==> src/rtl/bcd_serial_add_ctrl_pkg.sv <==
// bcd_serial_add_ctrl_pkg: shared state encodings and BCD constants
package bcd_serial_add_ctrl_pkg;

    typedef enum logic [1:0] {
        ST_IDLE = 2'd0,
        ST_ADD  = 2'd1,
        ST_DONE = 2'd2
    } state_t;

    localparam logic [3:0] BCD_MAX = 4'd9;
    localparam logic [3:0] BCD_ADJ = 4'd6;

    function automatic logic is_bcd(input logic [3:0] nib);
        return nib <= BCD_MAX;
    endfunction

endpackage

==> src/rtl/bcd_serial_add_ctrl_if.sv <==
// bcd_serial_add_ctrl_if: start/busy/done request bus between requester and sequencer
interface bcd_serial_add_ctrl_if #(
    parameter int DIGITS = 4
);

    logic                  start;
    logic [4*DIGITS-1:0]   op_a;
    logic [4*DIGITS-1:0]   op_b;
    logic                  busy;
    logic                  done;
    logic [4*DIGITS-1:0]   sum;
    logic                  carry_out;
    logic                  err;

    modport master (
        output start, op_a, op_b,
        input  busy, done, sum, carry_out, err
    );

    modport slave (
        input  start, op_a, op_b,
        output busy, done, sum, carry_out, err
    );

endinterface

==> src/rtl/bcd_serial_add_ctrl_digit_add.sv <==
// bcd_digit_add: combinational single-digit BCD adder with decimal carry
module bcd_digit_add
    import bcd_serial_add_ctrl_pkg::*;
(
    input  logic [3:0] a,
    input  logic [3:0] b,
    input  logic       cin,
    output logic [3:0] digit,
    output logic       cout
);

    logic [4:0] s;

    assign s     = {1'b0, a} + {1'b0, b} + {4'b0, cin};
    assign cout  = s > {1'b0, BCD_MAX};
    assign digit = cout ? s[3:0] + BCD_ADJ : s[3:0];

endmodule

==> src/rtl/bcd_serial_add_ctrl.sv <==
// bcd_serial_add_ctrl: steps one BCD digit adder across DIGITS positions, LSD first
module bcd_serial_add_ctrl
    import bcd_serial_add_ctrl_pkg::*;
#(
    parameter int DIGITS = 4,
    parameter int CNT_W  = 2
) (
    input  logic                     clk,
    input  logic                     rst_n,
    bcd_serial_add_ctrl_if.slave     bus
);

    state_t                state, next;
    logic [4*DIGITS-1:0]   a_q, b_q, sum_q;
    logic [CNT_W-1:0]      idx;
    logic                  carry, carry_out_q, err_q;
    logic [2*DIGITS-1:0]   nib_ok;
    logic                  ops_ok, last;
    logic [3:0]            da, db, digit;
    logic                  cout;
    logic                  busy, done;

    for (genvar g = 0; g < DIGITS; g++) begin : g_chk
        assign nib_ok[g]          = is_bcd(bus.op_a[4*g +: 4]);
        assign nib_ok[DIGITS + g] = is_bcd(bus.op_b[4*g +: 4]);
    end

    assign ops_ok = &nib_ok;
    assign last   = idx == CNT_W'(DIGITS - 1);
    assign da     = a_q[4*idx +: 4];
    assign db     = b_q[4*idx +: 4];

    bcd_digit_add u_add (
        .a     (da),
        .b     (db),
        .cin   (carry),
        .digit (digit),
        .cout  (cout)
    );

    // state register
    always_ff @(posedge clk or negedge rst_n) begin
        if (!rst_n) state <= ST_IDLE;
        else        state <= next;
    end

    // next state and handshake outputs
    always_comb begin
        next = state;
        busy = state != ST_IDLE;
        done = state == ST_DONE;
        unique case (state)
            ST_IDLE: if (bus.start) next = ops_ok ? ST_ADD : ST_DONE;
            ST_ADD:  if (last) next = ST_DONE;
            ST_DONE: next = ST_IDLE;
            default: next = ST_IDLE;
        endcase
    end

    // operand capture, digit stepping and result registers
    always_ff @(posedge clk or negedge rst_n) begin
        if (!rst_n) begin
            a_q         <= '0;
            b_q         <= '0;
            sum_q       <= '0;
            idx         <= '0;
            carry       <= 1'b0;
            carry_out_q <= 1'b0;
            err_q       <= 1'b0;
        end else if (state == ST_IDLE && bus.start) begin
            a_q         <= bus.op_a;
            b_q         <= bus.op_b;
            sum_q       <= '0;
            idx         <= '0;
            carry       <= 1'b0;
            carry_out_q <= 1'b0;
            err_q       <= !ops_ok;
        end else if (state == ST_ADD) begin
            sum_q[4*idx +: 4] <= digit;
            carry             <= cout;
            idx               <= idx + 1'b1;
            if (last) carry_out_q <= cout;
        end
    end

    assign bus.busy      = busy;
    assign bus.done      = done;
    assign bus.sum       = sum_q;
    assign bus.carry_out = carry_out_q;
    assign bus.err       = err_q;

endmodule

==> src/flat_wrapper.sv <==
// flat-port wrapper written by rule: the top's interface ports become plain ports
module bcd_serial_add_ctrl_flat import bcd_serial_add_ctrl_pkg::*;
#(
    parameter int DIGITS = 4,
    parameter int CNT_W  = 2
)
  (clk, rst_n, bus_start, bus_op_a, bus_op_b, bus_busy, bus_done, bus_sum, bus_carry_out, bus_err);
  bcd_serial_add_ctrl_if #(.DIGITS(DIGITS)) bus_i ();
  input  logic clk;
  input  logic rst_n;
  input wire logic [$bits(bus_i.start)-1:0] bus_start;
  input wire logic [$bits(bus_i.op_a)-1:0] bus_op_a;
  input wire logic [$bits(bus_i.op_b)-1:0] bus_op_b;
  output wire logic [$bits(bus_i.busy)-1:0] bus_busy;
  output wire logic [$bits(bus_i.done)-1:0] bus_done;
  output wire logic [$bits(bus_i.sum)-1:0] bus_sum;
  output wire logic [$bits(bus_i.carry_out)-1:0] bus_carry_out;
  output wire logic [$bits(bus_i.err)-1:0] bus_err;
  assign bus_i.start = bus_start;
  assign bus_i.op_a = bus_op_a;
  assign bus_i.op_b = bus_op_b;
  assign bus_busy = bus_i.busy;
  assign bus_done = bus_i.done;
  assign bus_sum = bus_i.sum;
  assign bus_carry_out = bus_i.carry_out;
  assign bus_err = bus_i.err;
  bcd_serial_add_ctrl #(.DIGITS(DIGITS), .CNT_W(CNT_W)) u_core (.clk(clk), .rst_n(rst_n), .bus(bus_i));
endmodule
==> config.mk <==
export PLATFORM = sky130hd
export DESIGN_NAME = bcd_serial_add_ctrl_flat
export DESIGN_NICKNAME = d
export VERILOG_FILES = /design/src/rtl/bcd_serial_add_ctrl_pkg.sv /design/src/rtl/bcd_serial_add_ctrl_if.sv /design/src/rtl/bcd_serial_add_ctrl_digit_add.sv /design/src/rtl/bcd_serial_add_ctrl.sv /design/src/flat_wrapper.sv
export SDC_FILE = /design/constraint.sdc
export NUM_CORES = 1
export LEC_CHECK = 0
export CORE_MARGIN = 2
export CORE_UTILIZATION = 55
export DETAILED_ROUTE_END_ITERATION = 8
export MAX_ROUTING_LAYER = met4
export PLACE_DENSITY_LB_ADDON = 0.25
export SLEW_MARGIN = 20
export SYNTH_ARGS = -nofsm -noshare
export SYNTH_HDL_FRONTEND = slang
export SYNTH_SLANG_ARGS = --single-unit
==> constraint.sdc <==
create_clock -name clk -period 7.4 [get_ports clk]
set_clock_uncertainty 0.2 [all_clocks]
set_input_delay 1.11 -clock clk [delete_from_list [all_inputs] [get_ports clk]]
set_output_delay 1.11 -clock clk [all_outputs]
set_load 0.01 [all_outputs]
## After elaboration in Yosys (flattened, before gate mapping)

Cells that the tools add are included.

- Add/subtract/negate cells: 5
- Magnitude comparators: 9
- Equality and inequality tests: 5
- Shift-type cells: 4
- Muxes and demuxes: 15
- Reduce and logical (&&, ||, !) cells: 9

Operators by type and width:

| operator | number |
|---|---|
| $neg 4->34 | 1 |
| $shift 4x34->16 const A | 1 |
| $shiftx 4x34->16 | 1 |
| $le 4x4->1 const B | 8 |
| $mux 16 | 2 |
| $shiftx 16x5->4 | 2 |
| $bwmux 16 | 1 |
| $mux 2 | 5 |
| $reduce_and 8->1 | 1 |
| $reduce_bool 2->1 | 3 |
| $add 4x4->5 | 1 |
| $add 5x1->5 | 1 |
| $gt 5x4->1 const B | 1 |
| $mux 1 | 5 |
| $add 4x3->4 const B | 1 |
| $eq 2x2->1 const B | 2 |
| $mux 4 | 1 |
| $pmux 2 s2 | 1 |
| $reduce_and 2->1 | 2 |
| $add 2x1->2 const B | 1 |
| $eq 2x1->1 const B | 1 |
| $logic_not 2->1 | 1 |
| $ne 2x1->1 const B | 1 |
| $ne 2x2->1 const B | 1 |
| other kinds (2) | 2 |

- Register bits: 55
- Input bits: 35
- Output and inout bits: 20
- Word-level logic and storage cells: 55

## Logic depth before layout (Yosys ltp)

- Depth in word-level cells: 9
- Gate-level depth with buffers: 11

## By module

From an unflattened synthesis, not the netlist that was laid out.

- Cells, all modules: 200
- Area total of the unflattened synthesis: 2723.9 um2

By module, submodules not included:

| module | instances | cells each | area each (um2) | sequential area each (um2) |
|---|---|---|---|---|
| bcd_serial_add_ctrl | 1 | 178 | 2512.4 | 1376.3 |
| bcd_digit_add | 1 | 22 | 211.5 | 0.0 |

## Least setup slack after synthesis

No wires, ideal clock.

- Path type: register to register
- Start point: reg u_core.idx[0]
- End point: reg u_core.sum_q[10], in the netlist u_core.bus.sum[10]
- Library setup time: 0.132 ns
- Arrival time: 3.480 ns
- Data required time: 7.068 ns
- Path slack: 3.588 ns
- Cell stages (with the launch flop): 12
- Cell sequence: dfrtp_1 > buf_2 > mux4_2 > fa_1 > fa_1 > xnor2_1 > ha_1 > nor2b_1 > a31oi_1 > and4b_1 > a311oi_2 > o21ai_1

- Longest elaborated chain between the ends: 9
- Elaborated cells on any way between the ends: 13
- Those cells by class: add/sub: 4; order compare: 1; shift: 4; mux: 4

Ends and longest elaborated chain:

| element | line | source |
|---|---|---|
| from (decl) | bcd_serial_add_ctrl.sv:15 | `logic [CNT_W-1:0] idx;` |
| from (signal assigned) | bcd_serial_add_ctrl.sv:81 | `idx <= idx + 1'b1;` |
| $shiftx 16x5->4, on equally long branches | bcd_serial_add_ctrl.sv:30, bcd_serial_add_ctrl.sv:31 |  |
| $add 4x4->5 | bcd_serial_add_ctrl_digit_add.sv:14 | `assign s = {1'b0, a} + {1'b0, b} + {4'b0, cin};` |
| $add 5x1->5 | bcd_serial_add_ctrl_digit_add.sv:14 |  |
| $add 4x3->4 or $gt 5x4->1 (tied branches) | bcd_serial_add_ctrl_digit_add.sv:16, bcd_serial_add_ctrl_digit_add.sv:15 |  |
| $mux 4 | bcd_serial_add_ctrl_digit_add.sv:16 | `assign digit = cout ? s[3:0] + BCD_ADJ : s[3:0];` |
| $shiftx 4x34->16 | bcd_serial_add_ctrl.sv:79 | `sum_q[4*idx +: 4] <= digit;` |
| $bwmux 16 * | bcd_serial_add_ctrl.sv:79 |  |
| $mux 16 * | bcd_serial_add_ctrl.sv:78 | `end else if (state == ST_ADD) begin` |
| $mux 16 * | bcd_serial_add_ctrl.sv:70 | `end else if (state == ST_IDLE && bus.start) begin` |
| to (signal, indexed assignment) | bcd_serial_add_ctrl.sv:79 |  |
| to (decl) | bcd_serial_add_ctrl.sv:14 | `logic [4*DIGITS-1:0] a_q, b_q, sum_q;` |

Every way passes the cells marked *; elsewhere a longest branch is shown, timed or not. The select of a mux whose other input is x is not followed.
A chain may end at the register's enable or synchronous reset.

## Final worst setup path

- Start point: reg u_core.idx[0]
- End point: reg u_core.sum_q[2], in the netlist u_core.bus.sum[2]

The elaborated chain is that of the path after synthesis.

==> results.txt <==
R2R Path Start -> u_core.idx[0]
Setup crit end kind -> register
Worst rel slew slack -> 0.5519
Placed wire-length estimate -> 4142 um
Required time worst endpoint -> 7380 ps
Share of layout cells above drive strength 1 -> 0.1942
Synth area leader -> dfrtp_1
Routed Wire Length -> 5435 um
Hold Buf Count CTS -> 0
# rows -> 25
Post-Syn Area -> 2718 um^2
PortBufs -> 54
CP most frequent cell -> fa_1
Tmin final -> 4284 ps
Die Y -> 74.29 um
Reg clk slew, reported paths -> 110 ps
Wire per inst -> 15.75 um
Die Area -> 5519 um^2
Vias -> 1910
Hold wc startpoint -> u_core.bus.sum[3]
Startpoint Class -> register
Min-Delay Endpoint -> u_core.bus.sum[3]
Ys flop type -> dfrtp_1
Setup Slack @ Placement -> 3163 ps
Final Cycle Share -> 0.5789
Most common cell in the netlist -> dfrtp_1
Post-synth EDFFs -> 0
Setup Fix Bufs, Post-CTS -> 0
Vias/cell -> 5.536
Post-synth top area share -> 0.5064
Worst path bufs/invs -> 0
Max-slew violation count -> 0
Path category of the worst min-delay check -> register to register
Fin worst setup slack -> 3116 ps
WP depth -> 10
Filler Cells Inserted -> 358
CP Max Fanout -> 15
Synth top cells by count -> 55 x dfrtp_1, 29 x mux2_2, 22 x nand2_1, 17 x o21ai_0, 9 x nor2_1
Critical path arrival -> 4270 ps
Detailed Route Iter0 Violations -> 110
Pre-antenna DRT Iters -> 4
Worst Hold Depth -> 2
GPL Wtd Cong -> 0.8582
Ports -> 55
Distinct cells, synth -> 44
CP top delay family -> adder cells
CTS H-tree depth -> 2
FFs w/ async S/R, synth -> 1.000
Status -> completed
FF-to-FF path depth -> 10
Worst skew pair latency -> 320 ps
Initial antenna violation count -> 0
Max-capacitance violation count -> 0
Initial core utilization -> 0.5716
Yosys warnings -> 0
First-pass GRT wire length -> 9625 um
Cells after synthesis -> 222
TritonCTS buffer count -> 5
Internal reg-to-reg setup slack -> 3120 ps
Area Growth Syn to Fin -> 25.92%
Cell Pwr Density -> 249.3 nW/um^2
Largest net degree at the start of global routing -> 56
Sequential area share after synthesis -> 0.5064
DIE WIDTH -> 74.29 um
Total track usage -> 0.2411
DRC Markers -> 0
Worst-path cell chain -> mux4_2 > fa_1 > fa_1 > xnor2_1 > ha_1 > nor2b_1 > a31oi_1 > and4b_1 > a311oi_2 > o21ai_1
Reg-to-reg endpoint -> u_core.bus.sum[2]
TritonCTS sink count -> 55
Cts repair resizes -> 0
TritonCTS clock tree -> done
N_diodes -> 0
Peak supply drop -> 0.1636 mV
Core ar. -> 4755 um^2
Max Freq -> 0.2334 GHz
CP max-delay cell -> dfrtp_1
Mapped Nets -> 267
Setup CP Type -> register to register
Area contributors post-synth -> dfrtp_1 51%, mux2_2 12%, mux4_2 6.6%
Cells after DPL -> 337
Synth Register Bits -> 55
Gr ovfl total -> 0
Leak Pwr -> 1.412 nW
RSZ-0062 raised after global routing -> false
Max incr delay on CP -> 790 ps
Vias in the first global route -> 1973
Syn_area_per_cell -> 12.24 um^2
Worst-margin pin slew -> 672.2 ps
Clk buf depth -> 2
Remaining antenna violation count -> 0
Post-Layout Cell Count -> 345
Nets -> 322
Final Setup Violations -> 0
Hold Fails Final Rpt -> 0
CTS root buf -> clkbuf_8
Setup TNS Final -> 0 ps
[placed cells by master, fill, tap and decap left out, types with 2 or more instances in the layout]
| cell type | synthesis | layout |
|---|---|---|
| a21oi_1 | 5 | 5 |
| mux2_1 | 3 | 3 |
| clkdlybuf4s50_1 | 0 | 53 |
| nor2b_1 | 3 | 3 |
| mux4_2 | 8 | 8 |
| inv_1 | 5 | 5 |
| o21bai_1 | 2 | 2 |
| fa_1 | 2 | 2 |
| nand2b_1 | 2 | 2 |
| clkbuf_8 | 0 | 5 |
| buf_4 | 3 | 2 |
| nor2_1 | 9 | 9 |
| nand4_1 | 4 | 4 |
| ha_1 | 8 | 8 |
| and3_1 | 2 | 2 |
| dfrtp_1 | 55 | 55 |
| o21ai_0 | 17 | 17 |
| o21ai_1 | 4 | 4 |
| nand3_1 | 2 | 2 |
| nand2_1 | 22 | 22 |
| o31ai_1 | 5 | 5 |
| nor3b_1 | 2 | 2 |
| mux2_2 | 29 | 29 |
| a21o_1 | 5 | 5 |
[report_power, final]
part / switching [mW] / internal, mW
clock network: 0.100 / 0.102
registers: 0.0237 / 0.335
logic: 0.149 / 0.143
total: 0.273 / 0.580
[cell type report]
class | count | area, um^2 | area share
Clock inverter | 3 | 46.29 | 0.01353
Sequential cell | 55 | 1376 | 0.4022
Clock buffer | 5 | 68.82 | 0.02011
Multi-Input combinational cell | 154 | 1277 | 0.3733
Tap cell | 67 | 83.83 | 0.02450
Inverter | 5 | 18.77 | 0.005484
Timing Repair Buffer | 56 | 550.5 | 0.1609
[metrics by stage]
| step | hold WS [ps] | power [mW] | utilization | instance area (um^2) |
|---|---|---|---|---|
| 2_1_floorplan | 252.6 | 0.5707 | - | 2718 |
| 3_3_place_gp | 261.8 | 0.6448 | 0.6955 | 3307 |
| 3_5_place_dp | 269.7 | 0.6567 | 0.6955 | 3307 |
| 4_1_cts | 291.6 | 0.8608 | 0.7197 | 3422 |
| 5_1_grt | 321.6 | 0.9132 | 0.7197 | 3422 |
| 6_report | 286.3 | 0.8531 | 0.7197 | 3422 |
[logic make-up after synthesis]
| group | after synthesis | share of synthesized area |
|---|---|---|
| AND/OR/NAND/NOR | 55 | 0.1018 |
| flip-flops | 55 | 0.5064 |
| AO/OA/AOI/OAI | 47 | 0.1110 |
| multiplexers | 41 | 0.2026 |
| buffers and inverters | 13 | 0.02348 |
| adder cells (fa/ha/maj) | 10 | 0.05157 |
| XOR/XNOR | 1 | 0.003223 |
[worst register-to-register path: stages, from the launching register on]
cell and delay, ps:
dfrtp_1 790, mux4_2 610, fa_1 460, fa_1 440, xnor2_1 300, ha_1 240
nor2b_1 280, a31oi_1 90, and4b_1 230, a311oi_2 380, o21ai_1 130
[flip-flops by register name, summed over array words and instances, names as in the netlist]
signal	cells
u_core.carry	1
u_core.a_q	16
u_core.bus.err	1
u_core.idx	2
u_core.b_q	16
u_core.bus.sum	16
u_core.state	2
u_core.bus.carry_out	1
[metal layers]
metal | routed length [um] | track usage
met2 | 2693 | 0.4008
met4 | 84 | 0.06746
met5 | 0 | -
met1 | 2455 | 0.3068
met3 | 201 | 0.04336
[worst max-delay path by stage]
stage                        startpoint            endpoint  slack, ps
after floorplan           u_core.idx[0]  u_core.bus.sum[10]       3590
after global placement    u_core.idx[0]   u_core.bus.sum[2]       3320
after detailed placement  u_core.idx[0]   u_core.bus.sum[2]       3160
after CTS                 u_core.idx[0]   u_core.bus.sum[2]       3090
after global routing      u_core.idx[0]   u_core.bus.sum[2]       2850
final                     u_core.idx[0]   u_core.bus.sum[2]       3120
No activity file was read; power rests on OpenSTA's default activity.
